File: src/rtl/tour_cmd_arb.sv
// ---------------------------------------------------------------------------
// tour_cmd_arb
//
// Arbitrates between two command sources (UART wrapper and tour sequencer)
// feeding a single command processor, then routes the completion back as a
// response byte on the UART transmitter and, for tour-owned commands, as a
// tour_resp pulse.
//
// Handshake semantics (all interfaces):
//   A source raises *_rdy_i with its word and holds both until the arbiter
//   pulses the matching clr_*_o for one cycle. cmd_rdy_o is held with a
//   stable cmd_o until clr_cmd_rdy_i is seen, and drops the next cycle.
//   send_resp_i is a one-cycle completion strobe, only honoured in BUSY.
//
// Ports:
//   clk_i, rst_n_i            clock, synchronous active-low reset
//   uart_cmd_i/_rdy_i         UART command word and valid
//   clr_uart_cmd_rdy_o        one-cycle pulse consuming the UART command
//   tour_cmd_i/_rdy_i         tour command word and valid
//   clr_tour_cmd_rdy_o        one-cycle pulse consuming the tour command
//   tour_active_i             tour in progress; blocks UART grants
//   cmd_o, cmd_rdy_o          command and valid towards cmd_proc
//   clr_cmd_rdy_i             cmd_proc accepted cmd_o
//   send_resp_i               cmd_proc completed the command
//   tour_resp_o               pulse: tour-owned command completed
//   resp_o, trmt_o            response byte and its launch pulse
//   busy_o                    high whenever not IDLE
//   dbg_state_o               current FSM state
//   dbg_timeout_o             last completion was a timeout
// ---------------------------------------------------------------------------
module tour_cmd_arb #(
  parameter bit FAST_SIM = 1'b1
) (
  input  logic        clk_i,
  input  logic        rst_n_i,
  input  logic [15:0] uart_cmd_i,
  input  logic        uart_cmd_rdy_i,
  output logic        clr_uart_cmd_rdy_o,
  input  logic [15:0] tour_cmd_i,
  input  logic        tour_cmd_rdy_i,
  output logic        clr_tour_cmd_rdy_o,
  input  logic        tour_active_i,
  output logic [15:0] cmd_o,
  output logic        cmd_rdy_o,
  input  logic        clr_cmd_rdy_i,
  input  logic        send_resp_i,
  output logic        tour_resp_o,
  output logic [7:0]  resp_o,
  output logic        trmt_o,
  output logic        busy_o,
  output logic [1:0]  dbg_state_o,
  output logic        dbg_timeout_o
);

  typedef enum logic [1:0] {
    S_IDLE  = 2'd0,
    S_GRANT = 2'd1,
    S_BUSY  = 2'd2,
    S_RESP  = 2'd3
  } state_e;

  // Counter value on the final BUSY cycle before a timeout: the limit is
  // 2^16 or 2^24 cycles, counted from zero on BUSY entry.
  localparam logic [23:0] CNT_LAST = FAST_SIM ? 24'h00FFFF : 24'hFFFFFF;

  localparam logic [7:0] RESP_TIMEOUT = 8'hEE;
  localparam logic [7:0] RESP_UART    = 8'hA5;
  localparam logic [7:0] RESP_TOUR    = 8'h5A;

  state_e      state_q;
  logic        owner_tour_q;
  logic [23:0] cnt_q;
  logic [23:0] cnt_d;
  logic        timeout_q;
  logic [15:0] cmd_q;
  logic        cmd_rdy_q;
  logic        clr_uart_q;
  logic        clr_tour_q;
  logic [7:0]  resp_q;
  logic        trmt_q;
  logic        tour_resp_q;

  assign cnt_d = cnt_q + 24'd1;

  always_ff @(posedge clk_i) begin
    if (!rst_n_i) begin
      state_q      <= S_IDLE;
      owner_tour_q <= 1'b0;
      cnt_q        <= '0;
      timeout_q    <= 1'b0;
      cmd_q        <= '0;
      cmd_rdy_q    <= 1'b0;
      clr_uart_q   <= 1'b0;
      clr_tour_q   <= 1'b0;
      resp_q       <= '0;
      trmt_q       <= 1'b0;
      tour_resp_q  <= 1'b0;
    end else begin
      // Pulse outputs default low; each is raised for a single cycle below.
      clr_uart_q  <= 1'b0;
      clr_tour_q  <= 1'b0;
      trmt_q      <= 1'b0;
      tour_resp_q <= 1'b0;
      case (state_q)
        S_IDLE: begin
          // Tour has priority; a UART request is left pending (not cleared)
          // whenever it loses or a tour is active.
          if (tour_cmd_rdy_i) begin
            cmd_q        <= tour_cmd_i;
            owner_tour_q <= 1'b1;
            clr_tour_q   <= 1'b1;
            cmd_rdy_q    <= 1'b1;
            state_q      <= S_GRANT;
          end else if (uart_cmd_rdy_i && !tour_active_i) begin
            cmd_q        <= uart_cmd_i;
            owner_tour_q <= 1'b0;
            clr_uart_q   <= 1'b1;
            cmd_rdy_q    <= 1'b1;
            state_q      <= S_GRANT;
          end
        end
        S_GRANT: begin
          if (clr_cmd_rdy_i) begin
            cmd_rdy_q <= 1'b0;
            cnt_q     <= '0;
            timeout_q <= 1'b0;
            state_q   <= S_BUSY;
          end
        end
        S_BUSY: begin
          // A completion on the same cycle as the limit counts as a
          // normal completion, not a timeout.
          if (send_resp_i) begin
            timeout_q   <= 1'b0;
            trmt_q      <= 1'b1;
            resp_q      <= owner_tour_q ? RESP_TOUR : RESP_UART;
            tour_resp_q <= owner_tour_q;
            state_q     <= S_RESP;
          end else if (cnt_q == CNT_LAST) begin
            timeout_q <= 1'b1;
            trmt_q    <= 1'b1;
            resp_q    <= RESP_TIMEOUT;
            state_q   <= S_RESP;
          end else begin
            cnt_q <= cnt_d;
          end
        end
        S_RESP: begin
          state_q <= S_IDLE;
        end
        default: begin
          state_q <= S_IDLE;
        end
      endcase
    end
  end

  assign clr_uart_cmd_rdy_o = clr_uart_q;
  assign clr_tour_cmd_rdy_o = clr_tour_q;
  assign cmd_o              = cmd_q;
  assign cmd_rdy_o          = cmd_rdy_q;
  assign resp_o             = resp_q;
  assign trmt_o             = trmt_q;
  assign tour_resp_o        = tour_resp_q;
  assign busy_o             = (state_q != S_IDLE);
  assign dbg_state_o        = state_q;
  assign dbg_timeout_o      = timeout_q;

endmodule

File: config.mk
export PLATFORM = sky130hd
export DESIGN_NAME = tour_cmd_arb
export DESIGN_NICKNAME = d
export VERILOG_FILES = /design/src/rtl/tour_cmd_arb.sv
export SDC_FILE = /design/constraint.sdc
export NUM_CORES = 1
export LEC_CHECK = 0
export CAP_MARGIN = 10
export CORE_ASPECT_RATIO = 1.2
export CORE_MARGIN = 2
export CORE_UTILIZATION = 52
export CTS_CLUSTER_DIAMETER = 120
export DETAILED_ROUTE_END_ITERATION = 6
export PLACE_DENSITY = 0.84
export SLEW_MARGIN = 20
export SYNTH_ARGS = -nofsm -noshare
export SYNTH_HDL_FRONTEND = slang
export SYNTH_SLANG_ARGS = --single-unit
File: constraint.sdc
create_clock -name clk_i -period 3.73 [get_ports clk_i]
set_input_delay 1.119 -clock clk_i [delete_from_list [all_inputs] [get_ports clk_i]]
set_output_delay 1.119 -clock clk_i [all_outputs]
set_load 0.01 [all_outputs]
==> impl_metrics.env, run 1 <==
export IMPL_status="completed"
export IMPL_synth_edff_count=0
export IMPL_grt_max_degree=34
export IMPL_post_route_period_util_pct=78.2
export IMPL_dieArea_mm2=0.00579
export IMPL_synthDistinctLibCells=56
export IMPL_viasPerCell=6.06
export IMPL_drc=0
export IMPL_yosys_area_share_simple_pct=22.3
export IMPL_worstPathArrival_ns=3.15
export IMPL_n_fill_cell=405
export IMPL_synth_compound_area_share_pct=23.9
export IMPL_num_vias=2564
export IMPL_yosysWarnings=0
export IMPL_synth_xor_area_share_pct=0
export IMPL_setup_violations=0
export IMPL_drt_iter0_markers=254
export IMPL_place_congestion=0.851
export IMPL_fin_cells=423
export IMPL_yosys_area_share_adder_pct=2.32
export IMPL_portBuffers=71
export IMPL_fin_util_pct=70.0
export IMPL_cts_tree="built"
export IMPL_synth_top_family_by_area="compound AO/OA/AOI/OAI gates"
export IMPL_pre_cts_ws_ns=0.709
export IMPL_slew_headroom_pct=46.7
export IMPL_post_drt_wl_per_cell_um=15.4
export IMPL_num_io_pins=72
export IMPL_use_met2_pct=39.2
export IMPL_grtUsageMet1_pct=27.2
export IMPL_ant_nets=0
export IMPL_synth_area_mm2=0.00270
export IMPL_criticalPathCategory="flip-flop to flip-flop"
export IMPL_coreArea_mm2=0.00497
export IMPL_cts_setup_buffers=0
export IMPL_synthTopCellsByArea="dfxtp_1 (39%), mux2i_1 (6.7%), o211a_1 (6.3%)"
export IMPL_clockRootBuffer="clkbuf_8"
export IMPL_cts_buffers=5
export IMPL_dpl_hpwl_mm=4.86
export IMPL_clock_skew_ns=0.00800
export IMPL_whs_path_depth=2
export IMPL_clk_latency_ns=0.31
export IMPL_first_pass_iters=4
export IMPL_synth_avg_cell_area_um2=8.94
export IMPL_overflow=0
export IMPL_peakVddDrop_mv=0.274
export IMPL_clockBufferDepth=2
export IMPL_fmax_mhz=343
export IMPL_antenna_cells=0
export IMPL_synthArstFlopShare_pct=0
export IMPL_p_leak_nw=1.45
export IMPL_start_kind="flip-flop"
export IMPL_synth_main_ff_cell="dfxtp_1"
export IMPL_first_global_vias=2484
export IMPL_powerDensity_mw_per_mm2=471
export IMPL_cap_violations=0
export IMPL_final_setup_tns_ns=0
export IMPL_area_growth_pct=29.0
export IMPL_drive_gt1_share_pct=6.06
export IMPL_layout_setup_ws_ns=0.812
export IMPL_rows=28
export IMPL_synth_cells=302
export IMPL_grt_busiest_layer="met2"
export IMPL_cp_max_fo=16
export IMPL_maxSlewViolCount=0
export IMPL_holdBufCountCts=0
export IMPL_cts_htree_levels=2
export IMPL_hold_viol=0
export IMPL_period_minus_slack_ns=2.92
export IMPL_grt_pass1_wl_mm=11.2
export IMPL_worstPathRequired_ns=3.96
export IMPL_synth_top_area_cell="dfxtp_1"
export IMPL_start_util_pct=54.3
export IMPL_cts_sinks=53
export IMPL_ctsResizeCount=0
export IMPL_dp_cells=416
export IMPL_synth_top_cell_area_share_pct=39.3
export IMPL_grtUsageTotal_pct=23.2
export IMPL_rsz0062_at_grt="no"
export IMPL_use_met3_pct=9.47
export IMPL_yosysSeqAreaShare_pct=39.3
export IMPL_final_nets=407
export IMPL_die_h_um=82.9
export IMPL_antenna_found_initial=0
export IMPL_fp_dieW_um=69.8
export IMPL_placed_area_mm2=0.00340
export IMPL_synth_mux_area_share_pct=6.67
export IMPL_ys_seq_elements=53
export IMPL_clkTransAtPathRegs_ns=0.09
export IMPL_syn_nets=346
export IMPL_rr_worst_depth=7
export IMPL_final_area_mm2=0.00348
export IMPL_worst_pin_slew_ns=0.794
export IMPL_worstSetupEndpointType="flip-flop"
export IMPL_routed_wl_mm=6.53
export IMPL_hold_path_class="flip-flop to flip-flop"
==> synthesized netlist by cell type, drive strengths merged (6+ instances only) <==
cell	instances
dfxtp	53
nand2	45
mux2i	18
nand3	17
o211a	17
a21oi	12
buf	12
o21ai	12
clkbuf	9
nor2	9
nor3	9
and2	8
inv	7
and3	6
nand4	6
==> worst paths after layout <==
kind | slack [ns] | end | from
max | 0.81 | cnt_q[8] | dbg_state_o[0]
min | 0.50 | dbg_state_o[1] | dbg_state_o[1]
max reg2reg | 0.81 | cnt_q[8] | dbg_state_o[0]
min reg2reg | 0.50 | dbg_state_o[1] | dbg_state_o[1]
==> critical path, stage by stage, from the launching register on <==
cell and delay, ns:
dfxtp_1 0.34, inv_1 0.11, ha_1 0.51, inv_1 0.13, or4_1 0.56, o21ai_1 0.65, nand2_1 0.31, a31oi_1 0.24
==> cell families after synthesis <==
logic type                 count (synthesis)
AOI/OAI and AO/OA                         79
adders and majority gates                  5
buffers and inverters                     28
DFF                                       53
muxes                                     18
and+or+nand+nor                          119
==> placed cells by master, fill, tap and decap left out, types with 9 or more instances in the layout <==
cell type        synthesis  layout
a21oi_1                 12      11
nand3_1                 17      17
nor3_1                   9       9
dfxtp_1                 53      53
mux2i_1                 18      18
nand2_1                 45      45
o211a_1                 17      17
clkdlybuf4s50_1          0      71
o21ai_0                 10      10
nor2_1                   9       9
==> power breakdown <==
part | leakage, nW | internal (mW) | total [mW] | switching [mW]
registers | 0.432 | 0.644 | 0.695 | 0.0508
logic | 0.972 | 0.311 | 0.617 | 0.305
clock network | 0.0443 | 0.148 | 0.327 | 0.180
==> area by class of cell <==
cell class	count	area (µm²)	share of cell area, %
Multi-Input combinational cell	221	1490	42.9
Sequential cell	53	1060	30.5
Clock buffer	7	86.3	2.48
Inverter	7	26.3	0.755
Timing Repair Buffer	75	741	21.3
Tap cell	60	75.1	2.16
==> metrics by stage <==
stage          hold WS [ns]  power (mW)
4_1_cts               0.502        1.65
5_1_grt               0.521        1.73
3_3_place_gp          0.471        1.31
2_1_floorplan         0.456        1.05
6_report              0.498        1.64
3_5_place_dp          0.485        1.32
==> metal layers <==
layer  wire, µm  share of wire [%]
met5          0                  0
met4         87                1.3
met3        538                8.2
met2       3190                 49
met1       2720                 42
==> sequential cells by signal, summed over array words and instances, names as in the netlist <==
| name | count |
|---|---|
| cmd_o | 16 |
| dbg_state_o | 2 |
| cmd_rdy_o | 1 |
| clr_tour_cmd_rdy_o | 1 |
| clr_uart_cmd_rdy_o | 1 |
| trmt_o | 1 |
| owner_tour_q | 1 |
| resp_o | 4 |
| dbg_timeout_o | 1 |
| cnt_q | 24 |
| tour_resp_o | 1 |
(Power assumes the default switching activity.)
==> inputs of run 2 (changes only) <==
--- a/config.mk
+++ b/config.mk
@@ -8,10 +8,10 @@
 export CAP_MARGIN = 10
 export CORE_ASPECT_RATIO = 1.2
 export CORE_MARGIN = 2
-export CORE_UTILIZATION = 52
+export CORE_UTILIZATION = 44
 export CTS_CLUSTER_DIAMETER = 120
 export DETAILED_ROUTE_END_ITERATION = 6
-export PLACE_DENSITY = 0.84
+export PLACE_DENSITY = 0.76
 export SLEW_MARGIN = 20
 export SYNTH_ARGS = -nofsm -noshare
 export SYNTH_HDL_FRONTEND = slang
==> constraint.sdc (replaced) <==
create_clock -name clk_i -period 2.35 [get_ports clk_i]
set_input_delay 0.705 -clock clk_i [delete_from_list [all_inputs] [get_ports clk_i]]
set_output_delay 0.705 -clock clk_i [all_outputs]
set_load 0.01 [all_outputs]
==> run 2 against run 1 <==
Total power is 70% higher. Critical path depth stayed put. Combinational power is 70% higher.
==> impl_metrics.env, run 2 (synthesized netlist as in run 1, its figures left out) <==
export IMPL_largest_reg_flops=24
export IMPL_area_growth_pct=37.0
export IMPL_worst_path_buf_inv=1
export IMPL_first_pass_iters=4
export IMPL_overflow=0
export IMPL_drt_iter0_markers=175
export IMPL_cts_buffers=5
export IMPL_peakVddDrop_mv=0.381
export IMPL_crit_chain="ha_1 > nand3_1 > or3_1 > o311ai_4 > buf_4 > nor3_1 > a211o_1"
export IMPL_dp_cells=458
export IMPL_clk_latency_ns=0.31
export IMPL_path_delay_family="simple AND/OR/NAND/NOR gates"
export IMPL_cp_max_fo=9
export IMPL_p_int_mw=1.90
export IMPL_worst_pin_slew_ns=0.570
export IMPL_grtUsageTotal_pct=20.7
export IMPL_period_minus_slack_ns=2.22
export IMPL_cp_slowest_stage_delay_ns=0.49
export IMPL_viasPerCell=5.50
export IMPL_dpl_hpwl_mm=5.06
export IMPL_num_io_pins=72
export IMPL_criticalPathCategory="flip-flop to flip-flop"
export IMPL_post_drt_wl_per_cell_um=14.2
export IMPL_antenna_found_initial=0
export IMPL_post_route_period_util_pct=94.4
export IMPL_hold_viol=0
export IMPL_grt_pass1_wl_mm=11.3
export IMPL_first_global_vias=2476
export IMPL_place_congestion=0.834
export IMPL_holdBufCountCts=0
export IMPL_cp_slowest_cell="or3_1"
export IMPL_clockBufferDepth=2
export IMPL_final_common_cell="clkdlybuf4s50_1"
export IMPL_ctsResizeCount=3
export IMPL_cts_htree_levels=2
export IMPL_switching_share_pct=31.7
export IMPL_maxSlewViolCount=0
export IMPL_fp_dieW_um=75.5
export IMPL_seqPwrFrac_pct=39.7
export IMPL_fin_cells=466
export IMPL_regMostFlops="cnt_q"
export IMPL_antenna_cells=0
export IMPL_dieArea_mm2=0.00678
export IMPL_coreArea_mm2=0.00597
export IMPL_hold_path_class="flip-flop to flip-flop"
export IMPL_final_setup_tns_ns=0
export IMPL_hold_start="resp_o[4]"
export IMPL_worstPathArrival_ns=2.42
export IMPL_clkPwrFrac_pct=22.4
export IMPL_power_switching_mw=0.883
export IMPL_worstSetupStartpoint="cnt_q[0]"
export IMPL_cts_tree="built"
export IMPL_final_cell_mix="clkdlybuf4s50_1 (70), dfxtp_1 (51), nand2_1 (45), buf_4 (23), mux2i_1 (18)"
export IMPL_start_kind="flip-flop"
export IMPL_portBuffers=71
export IMPL_p_leak_nw=1.56
export IMPL_n_fill_cell=550
export IMPL_fmax_mhz=451
export IMPL_setup_violations=0
export IMPL_powerDensity_mw_per_mm2=752
export IMPL_hold_ws_ns=0.492
export IMPL_clockRootBuffer="clkbuf_8"
export IMPL_rsz0062_at_grt="no"
export IMPL_slew_headroom_pct=61.6
export IMPL_p_comb_share_pct=37.9
export IMPL_ant_nets=0
export IMPL_grt_max_degree=33
export IMPL_drive_gt1_share_pct=11.7
export IMPL_num_vias=2563
export IMPL_status="completed"
export IMPL_worstSetupEndpointType="flip-flop"
export IMPL_cts_sinks=53
export IMPL_die_h_um=89.8
export IMPL_clkTransAtPathRegs_ns=0.10
export IMPL_drc=0
export IMPL_cts_setup_buffers=0
export IMPL_routed_wl_mm=6.61
export IMPL_final_nets=427
export IMPL_start_util_pct=45.2
export IMPL_reg2reg_from="cnt_q[0]"
export IMPL_worstPathRequired_ns=2.55
export IMPL_cap_violations=0
export IMPL_clock_skew_ns=0.00754
export IMPL_rows=31
[run 2: cell types whose count changed in the layout (fill, tap and decap cells not counted)]
cell             before  now
clkdlybuf4s50_1      71   70
clkinv_4              0    1
clkbuf_8              6    5
bufinv_16             0    1
buf_12                0    1
dfxtp_1              53   51
dlygate4sd2_1         0    1
dfxtp_2               0    2
buf_4                 4   23
[run 2: power groups by stage]
stage,Clock (mW),Sequential [mW],Combinational (mW)
2_1_floorplan,0,1.17,0.498
3_3_place_gp,0,1.12,1.05
3_5_place_dp,0,1.12,1.07
4_1_cts,0.646,1.10,1.07
5_1_grt,0.675,1.12,1.16
6_report,0.624,1.10,1.05
[run 2: layer usage]
metal | wire [µm] | track usage [%] | part of all wire [%]
met1 | 2680 | 25.2 | 41
met2 | 3260 | 33.3 | 49
met3 | 606 | 7.85 | 9.2
met4 | 68 | 6.29 | 1.0
met5 | 0 | 0 | 0
[run 2: area by class of cell]
class                   count  area [µm²]  share of cell area [%]
multi-input cells         221        1490                    40.4
clock buffers               6        72.6                    1.96
flip-flops and latches     53        1060                    28.8
repair buffers             95         902                    24.4
inverters                   7        26.3                   0.710
clock inverters             2        38.8                    1.05
well taps                  82         103                    2.77
[run 2: path summary, 6_finish.rpt]
path,to,slack (ns),cells after the start
max reg2reg,cnt_q[18],0.13,7
min reg2reg,resp_o[4],0.49,2
min,resp_o[4],0.49,2
max,cnt_q[18],0.13,7
[run 2: per-stage QoR]
step	instance area, µm²	utilization, %	worst slack (ns)	power [mW]
floorplan	2700	-	0.253	1.67
global placement	3590	60.0	-0.0256	2.17
detailed placement	3590	60.0	-0.0390	2.18
CTS	3700	61.9	0.127	2.82
global route	3700	61.9	0.0104	2.96
finish	3700	61.9	0.131	2.78
[run 2: tightest hold or removal path, stage by stage, from the launching register on]
cell	delay [ns]
dfxtp_1	0.33
nand2b_1	0.06
a21boi_0	0.07
